<file path="src/rtl/zba_pkg.sv">
// Shared definitions for the Zba shift-and-add pipeline: op encodings and decode helpers.
package zba_pkg;

    typedef enum logic [2:0] {
        OP_SH1ADD    = 3'b000,
        OP_SH2ADD    = 3'b001,
        OP_SH3ADD    = 3'b010,
        OP_ADD_UW    = 3'b011,
        OP_SH1ADD_UW = 3'b100,
        OP_SH2ADD_UW = 3'b101,
        OP_SH3ADD_UW = 3'b110,
        OP_RSVD      = 3'b111
    } zba_op_t;

    // Left-shift amount applied to rs1 for each op.
    function automatic logic [1:0] zba_shamt(input zba_op_t op);
        logic [1:0] n;
        case (op)
            OP_SH1ADD, OP_SH1ADD_UW: n = 2'd1;
            OP_SH2ADD, OP_SH2ADD_UW: n = 2'd2;
            OP_SH3ADD, OP_SH3ADD_UW: n = 2'd3;
            default:                 n = 2'd0;
        endcase
        return n;
    endfunction

    // Ops that zero-extend the low word of rs1 before shifting (RV64-only).
    function automatic logic zba_is_uw(input zba_op_t op);
        logic uw;
        case (op)
            OP_ADD_UW, OP_SH1ADD_UW, OP_SH2ADD_UW, OP_SH3ADD_UW: uw = 1'b1;
            default:                                             uw = 1'b0;
        endcase
        return uw;
    endfunction

endpackage

</file>
<file path="src/rtl/zba_stage.sv">
// One elastic pipeline slice: a valid bit plus payload register with ready/valid on both sides.
module zba_stage #(
    parameter int W = 8
) (
    input  logic         clk,
    input  logic         reset_n,
    input  logic         flush,
    input  logic         up_valid,
    output logic         up_ready,
    input  logic [W-1:0] up_data,
    output logic         dn_valid,
    input  logic         dn_ready,
    output logic [W-1:0] dn_data
);

    logic         valid_r;
    logic [W-1:0] data_r;
    logic         load_s;

    // Empty or draining this cycle means a new entry can be taken.
    assign up_ready = ~valid_r | dn_ready;
    assign load_s   = up_valid & up_ready & ~flush;
    assign dn_valid = valid_r;
    assign dn_data  = data_r;

    // Valid/payload register; flush drops the entry but leaves payload stale.
    always_ff @(posedge clk or negedge reset_n) begin
        if (!reset_n) begin
            valid_r <= 1'b0;
            data_r  <= '0;
        end else if (flush) begin
            valid_r <= 1'b0;
        end else begin
            if (up_ready) begin
                valid_r <= up_valid;
            end
            if (load_s) begin
                data_r <= up_data;
            end
        end
    end

endmodule

</file>
<file path="src/rtl/zba_pipe.sv">
// Zba address-generation unit (shNadd / shNadd.uw / add.uw) with a STAGES-deep
// elastic result pipeline carrying a passthrough tag.
module zba_pipe
    import zba_pkg::*;
#(
    parameter int XLEN   = 32,
    parameter int STAGES = 1,
    parameter int TAG_W  = 5
) (
    input  logic             clk,
    input  logic             reset_n,
    input  logic             flush,
    input  logic             in_valid,
    output logic             in_ready,
    input  zba_op_t          in_op,
    input  logic [XLEN-1:0]  in_rs1,
    input  logic [XLEN-1:0]  in_rs2,
    input  logic [TAG_W-1:0] in_tag,
    output logic             out_valid,
    input  logic             out_ready,
    output logic [XLEN-1:0]  out_result,
    output logic [TAG_W-1:0] out_tag,
    output logic             out_illegal
);

    localparam int          PW        = XLEN + TAG_W + 1;
    localparam logic [63:0] UW_MASK64 = 64'h0000_0000_FFFF_FFFF;

    if (!(XLEN == 32'sd32 || XLEN == 32'sd64)) begin : g_bad_xlen
        $error("zba_pipe: XLEN must be 32 or 64");
    end
    if (STAGES < 32'sd1 || STAGES > 32'sd4) begin : g_bad_stages
        $error("zba_pipe: STAGES must be 1..4");
    end
    if (TAG_W < 32'sd1) begin : g_bad_tag
        $error("zba_pipe: TAG_W must be at least 1");
    end

    logic [XLEN-1:0] uw_mask_s;
    logic [XLEN-1:0] operand_s;
    logic [XLEN-1:0] result_s;
    logic            illegal_s;

    assign uw_mask_s = UW_MASK64[XLEN-1:0];

    // Shift-and-add datapath; illegal ops (reserved, or .uw on RV32) yield zero.
    always_comb begin
        operand_s = in_rs1;
        result_s  = '0;
        illegal_s = 1'b0;
        if (in_op == OP_RSVD || (zba_is_uw(in_op) && XLEN == 32'sd32)) begin
            illegal_s = 1'b1;
        end else begin
            if (zba_is_uw(in_op)) begin
                operand_s = in_rs1 & uw_mask_s;
            end else begin
                operand_s = in_rs1;
            end
            result_s = (operand_s << zba_shamt(in_op)) + in_rs2;
        end
    end

    // Index 0 is the request side, index STAGES the result side.
    logic          v_s [0:STAGES];
    logic          r_s [0:STAGES];
    logic [PW-1:0] d_s [0:STAGES];

    assign v_s[0]      = in_valid;
    assign d_s[0]      = {illegal_s, in_tag, result_s};
    assign r_s[STAGES] = out_ready;
    assign in_ready    = r_s[0] & ~flush;

    for (genvar k = 0; k < STAGES; k++) begin : g_stage
        zba_stage #(.W(PW)) u_stage (
            .clk      (clk),
            .reset_n  (reset_n),
            .flush    (flush),
            .up_valid (v_s[k]),
            .up_ready (r_s[k]),
            .up_data  (d_s[k]),
            .dn_valid (v_s[k+1]),
            .dn_ready (r_s[k+1]),
            .dn_data  (d_s[k+1])
        );
    end

    assign out_valid                            = v_s[STAGES];
    assign {out_illegal, out_tag, out_result}   = d_s[STAGES];

endmodule

</file>
<file path="config.mk">
export PLATFORM = sky130hd
export DESIGN_NAME = zba_pipe
export DESIGN_NICKNAME = d
export VERILOG_FILES = /design/src/rtl/zba_pkg.sv /design/src/rtl/zba_stage.sv /design/src/rtl/zba_pipe.sv
export SDC_FILE = /design/constraint.sdc
export NUM_CORES = 1
export LEC_CHECK = 0
export BUFFER_PORTS_ARGS = -buffer_cell sky130_fd_sc_hd__buf_2
export CORE_ASPECT_RATIO = 0.5
export CORE_UTILIZATION = 51
export CTS_CLUSTER_SIZE = 10
export DETAILED_ROUTE_END_ITERATION = 8
export PLACE_DENSITY = 0.77
export SKIP_LAST_GASP = 1
export SYNTH_ARGS = -nofsm -noshare
export SYNTH_HDL_FRONTEND = slang
export SYNTH_SLANG_ARGS = --single-unit
</file>
<file path="constraint.sdc">
create_clock -name clk -period 2.5 [get_ports clk]
set_clock_uncertainty 0.2 [all_clocks]
set_input_delay 0.25 -clock clk [delete_from_list [all_inputs] [get_ports clk]]
set_output_delay 0.25 -clock clk [all_outputs]
set_load 0.02 [all_outputs]
</file>
==> results of run 1 <==
-- cell usage after synthesis, drive strengths merged, types with 9 or more instances --
cell and number:
nand2 56, nor3 9, o21ai 47, ha 38
clkbuf 21, mux4 29, xor2 15, a21oi 37
inv 13, nor2 16, xnor2 11, a21o 9
dfrtp 39
-- what timing repair did --
action                                 in CTS
setup buffers                              18
resized for setup                         122
hold buffers                                7
pin swaps                                  55
cloned                                      3
setup endpoints to repair                  23
endpoints found under the hold margin      44
-- cells by family after synthesis --
kind of cell | share of synthesized area (%)
AO/OA/AOI/OAI | 22.0
AND/OR/NAND/NOR | 13.5
adder cells (fa/ha/maj) | 12.5
flip-flops | 24.6
buffers and inverters | 3.50
multiplexers | 18.1
XOR/XNOR | 5.74
-- metrics by stage --
| step | util, % | area, um2 | cells | hold slack, ps | TNS, ps |
|---|---|---|---|---|---|
| after floorplan | - | 4270 | 432 | -246 | -7630 |
| after global placement | 78.1 | 5800 | 751 | 197 | -13910 |
| after detailed placement | 78.1 | 5800 | 751 | 205 | -15800 |
| after CTS | 91.9 | 6830 | 786 | 24.1 | -3370 |
-- routing by layer --
metal	GRT usage (%)	GRT overflow
met5	9.80	0
met4	89.9	48
met3	61.8	2
met2	99.3	61
met1	76.5	1
==> results.json, run 1 <==
{
  "cts_htree_levels": 2,
  "avgSynthCellArea_um2": 9.18,
  "place_hpwl_mm": 10.9,
  "tool.error": "[ERROR GRT-0232] Routing congestion too high. Check the congestion heatmap in the GUI.",
  "synth_area_um2": 3970,
  "numCtsBuffers": 5,
  "synth_warnings": 0,
  "yosysTopAreaCell": "dfrtp_1",
  "synth.area.top_cells": "dfrtp_1, mux4_2, ha_1",
  "async_reset_ff_share_pct": 100,
  "gp_congestion": 0.903,
  "worst_path_end_type": "register input",
  "ys.flop_type": "dfrtp_1",
  "synth_seq_area_share_pct": 24.6,
  "dieWidth_um": 127,
  "pin_count": 117,
  "overflow": 112,
  "yosys.area.top_type_share_pct": 24.6,
  "start_util_pct": 53.4,
  "cts_num_sinks": 39,
  "ys_ff_latch": 39,
  "grt_max_degree": 40,
  "lastStage": "global routing (5_1_grt)",
  "io_buffers": 116,
  "cts_root_buffer": "clkbuf_16",
  "rows": 22,
  "worstEndpointGrtRepair": "g_stage[0].u_stage.dn_data[31]$_DFFE_PN0P_/D",
  "synthesis.nets": 548,
  "status": "aborted with a tool error",
  "place_ws_ps": -959,
  "synth.distinct_cells": 52,
  "syn-instance-count": 432,
  "synth_edf_count": 0,
  "die_h_um": 64.4,
  "clock_tree.buffer_depth": 2,
  "grt_usage_pct": 79.2
}
==> inputs of run 2 (changes only) <==
--- a/config.mk
+++ b/config.mk
@@ -6,11 +6,9 @@
 export NUM_CORES = 1
 export LEC_CHECK = 0
 export BUFFER_PORTS_ARGS = -buffer_cell sky130_fd_sc_hd__buf_2
-export CORE_ASPECT_RATIO = 0.5
-export CORE_UTILIZATION = 51
-export CTS_CLUSTER_SIZE = 10
+export CORE_UTILIZATION = 36
 export DETAILED_ROUTE_END_ITERATION = 8
-export PLACE_DENSITY = 0.77
+export PLACE_DENSITY_LB_ADDON = 0.15
 export SKIP_LAST_GASP = 1
 export SYNTH_ARGS = -nofsm -noshare
 export SYNTH_HDL_FRONTEND = slang
==> results.json, run 2 <==
{
  "status": "complete, but fails checks",
  "synth_area_um2": 3970,
  "coreArea_um2": 10500,
  "n_antenna_cell": 0,
  "yosys.area.top_type_share_pct": 24.6,
  "cts_tree": "done",
  "max_slew.worst_pin.slew_ps": 867,
  "power_mw": 3.42,
  "required_ps": 2480,
  "drt_iter0_markers": 159,
  "drc": 0,
  "antenna_found_initial": 0,
  "dieWidth_um": 107,
  "cpMaxStageDelayCell": "mux4_2",
  "cpLargestDelayFamily": "compound AO/OA/AOI/OAI gates",
  "firstDrtPassIters": 4,
  "maxCapViolCount": 0,
  "cts_num_sinks": 39,
  "drive_gt1_share_pct": 57.9,
  "fin_crit_sh_pct": 114,
  "cts_htree_levels": 2,
  "final_cell_mix": "buf_4, buf_2, nand2_1",
  "max_stage_delay_ps": 570,
  "synthesis.nets": 548,
  "clock_tree.buffer_depth": 2,
  "synth.area.top_cells": "dfrtp_1, mux4_2, ha_1",
  "cp.buffers_inverters": 1,
  "grt_usage_pct": 22.0,
  "min_delay_path_depth": 3,
  "syn-instance-count": 432,
  "endpoint_kind": "flop",
  "vias": 4357,
  "dieArea_um2": 11400,
  "ir_worst_vdd_mv": 0.399,
  "grt_pass1_vias": 4000,
  "ys.flop_type": "dfrtp_1",
  "stdcell_area_um2": 6830,
  "rrSetupSlack_ps": 360,
  "multi_input_area_um2": 3640,
  "synth_warnings": 0,
  "dpl_cell_area_um2": 5780,
  "hold_viol": 0,
  "holdCritPathClass": "input pin to flop",
  "yosysTopAreaCell": "dfrtp_1",
  "pin_count": 117,
  "rows": 37,
  "fill_cells": 863,
  "clock.fmax_mhz": 350,
  "drt-total-wl_mm": 13.2,
  "synth.distinct_cells": 52,
  "layout_commonest_cell": "buf_4",
  "die_h_um": 107,
  "io_buffers": 116,
  "worstSetupPathType": "input pin to flop",
  "synth_seq_area_share_pct": 24.6,
  "regToRegStartpoint": "g_stage[0].u_stage.dn_valid",
  "largest_reg_flops": 38,
  "via_per_inst": 5.33,
  "avgSynthCellArea_um2": 9.18,
  "place_hpwl_mm": 10.1,
  "grt_pass1_wl_mm": 19.8,
  "num-nets-final": 796,
  "finalWorstSetupSlack_ps": -357,
  "hp-start": "in_valid",
  "clk_latency_ps": 290,
  "synthMostInstantiatedCell": "nand2_1",
  "async_reset_ff_share_pct": 100,
  "synth_edf_count": 0,
  "wire_per_inst_um": 16.2,
  "area_growth_pct": 72.3,
  "cp.arrival_ps": 2830,
  "ys_ff_latch": 39,
  "pwr_density_cell_nw_per_um2": 501,
  "gp_congestion": 0.902,
  "start_util_pct": 37.7,
  "cts_root_buffer": "clkbuf_8",
  "ff2ff_path_depth": 8,
  "ff_latch_area_um2": 976,
  "synth_common_cells": "nand2_1, o21ai_0, dfrtp_1, ha_1, a21oi_1",
  "start_kind": "input pin",
  "path_cells": "buf_12 > mux4_2 > ha_4 > nand3b_1 > a2111oi_4 > nor3_2 > a211o_1 > a22o_1 > and4_1 > or3_1",
  "finish.utilization_pct": 65.0,
  "place_ws_ps": -877,
  "fin_crit_ps": 2860,
  "violations": "negative setup slack",
  "numCtsBuffers": 5,
  "relSlewSlack_pct": 42.2,
  "p_leak_nw": 3.08,
  "worstPathMaxFanout": 5,
  "overflow": 0,
  "min_to": "g_stage[0].u_stage.dn_valid",
  "rsz0062_at_grt": "yes",
  "timing.rr.end": "g_stage[0].u_stage.dn_data[28]",
  "final_max_slew_viol_count": 0,
  "setup-violations-final": 20,
  "clk_pin_slew_ps": 80,
  "grt_max_degree": 40,
  "final_antenna_net_count": 0
}
[run 2: cell counts after synthesis]
Identical to the previous run, type by type.
[run 2: cell type report]
type                    instances  share of cell area [%]
well taps                     136                    2.49
repair buffers                265                    27.7
multi-input cells             356                    53.3
clock inverters                 1                   0.110
inverters                      13                   0.714
flip-flops and latches         39                    14.3
clock buffers                   7                    1.41
[run 2: report_power, final]
group	internal, mW	switching (mW)	total, mW
Combinational	1.06	1.08	2.14
Clock	0.251	0.224	0.475
Sequential	0.746	0.0571	0.803
Total	2.06	1.37	3.42
[run 2: layer usage]
metal | part of all wire [%] | track usage, % | vias to the layer above
met4 | 1.2 | 4.70 | 0
met1 | 51 | 34.3 | 2050
met2 | 43 | 32.3 | 146
met5 | 0 | 0 | -
li1 | - | - | 2150
met3 | 5.1 | 2.37 | 11
[run 2: cells by family after synthesis]
logic type | count (synthesis) | share of synthesized area, %
AOI/OAI and AO/OA | 140 | 22.0
buffers and inverters | 37 | 3.50
adders and majority gates | 39 | 12.5
DFF | 39 | 24.6
muxes | 35 | 18.1
and+or+nand+nor | 116 | 13.5
xor gates and xnor gates | 26 | 5.74
[run 2: worst reg2reg max path, delay by kind of cell (launching register included)]
kind / cells / cell delay [ps]
buffers and inverters: 2 / 570
flip-flops: 1 / 340
AND/OR/NAND/NOR: 6 / 910
[run 2: worst max-delay path by stage]
stage                     slack, ps                        endpoint  cells past startpoint  startpoint
after floorplan                -750  g_stage[0].u_stage.dn_data[28]                     11    in_op[0]
after global placement         -820  g_stage[0].u_stage.dn_data[28]                     12    in_op[0]
after detailed placement       -880  g_stage[0].u_stage.dn_data[31]                     10    in_op[0]
after CTS                      -330  g_stage[0].u_stage.dn_data[28]                     10    in_op[0]
after global routing           -430  g_stage[0].u_stage.dn_data[28]                     12    in_op[0]
final                          -360  g_stage[0].u_stage.dn_data[28]                     10    in_op[0]
[run 2: what timing repair did]
item	4_1_cts	5_1_grt
pin swaps	23	51
setup buffers	9	10
gates cloned	4	0
hold buffers	7	0
setup endpoints to repair	23	24
hold endpoints to repair	45	0
gates resized for setup	47	84
[run 2: stage by stage]
| stage | instances | TNS [ps] | hold slack (ps) |
|---|---|---|---|
| finish | 817 | -3250 | 11.2 |
| global placement | 781 | -14650 | 207 |
| detailed placement | 781 | -15720 | 211 |
| CTS | 809 | -3150 | 6.86 |
| floorplan | 432 | -7630 | -246 |
| global route | 817 | -4770 | 15.2 |
(Power assumes the default switching activity.)
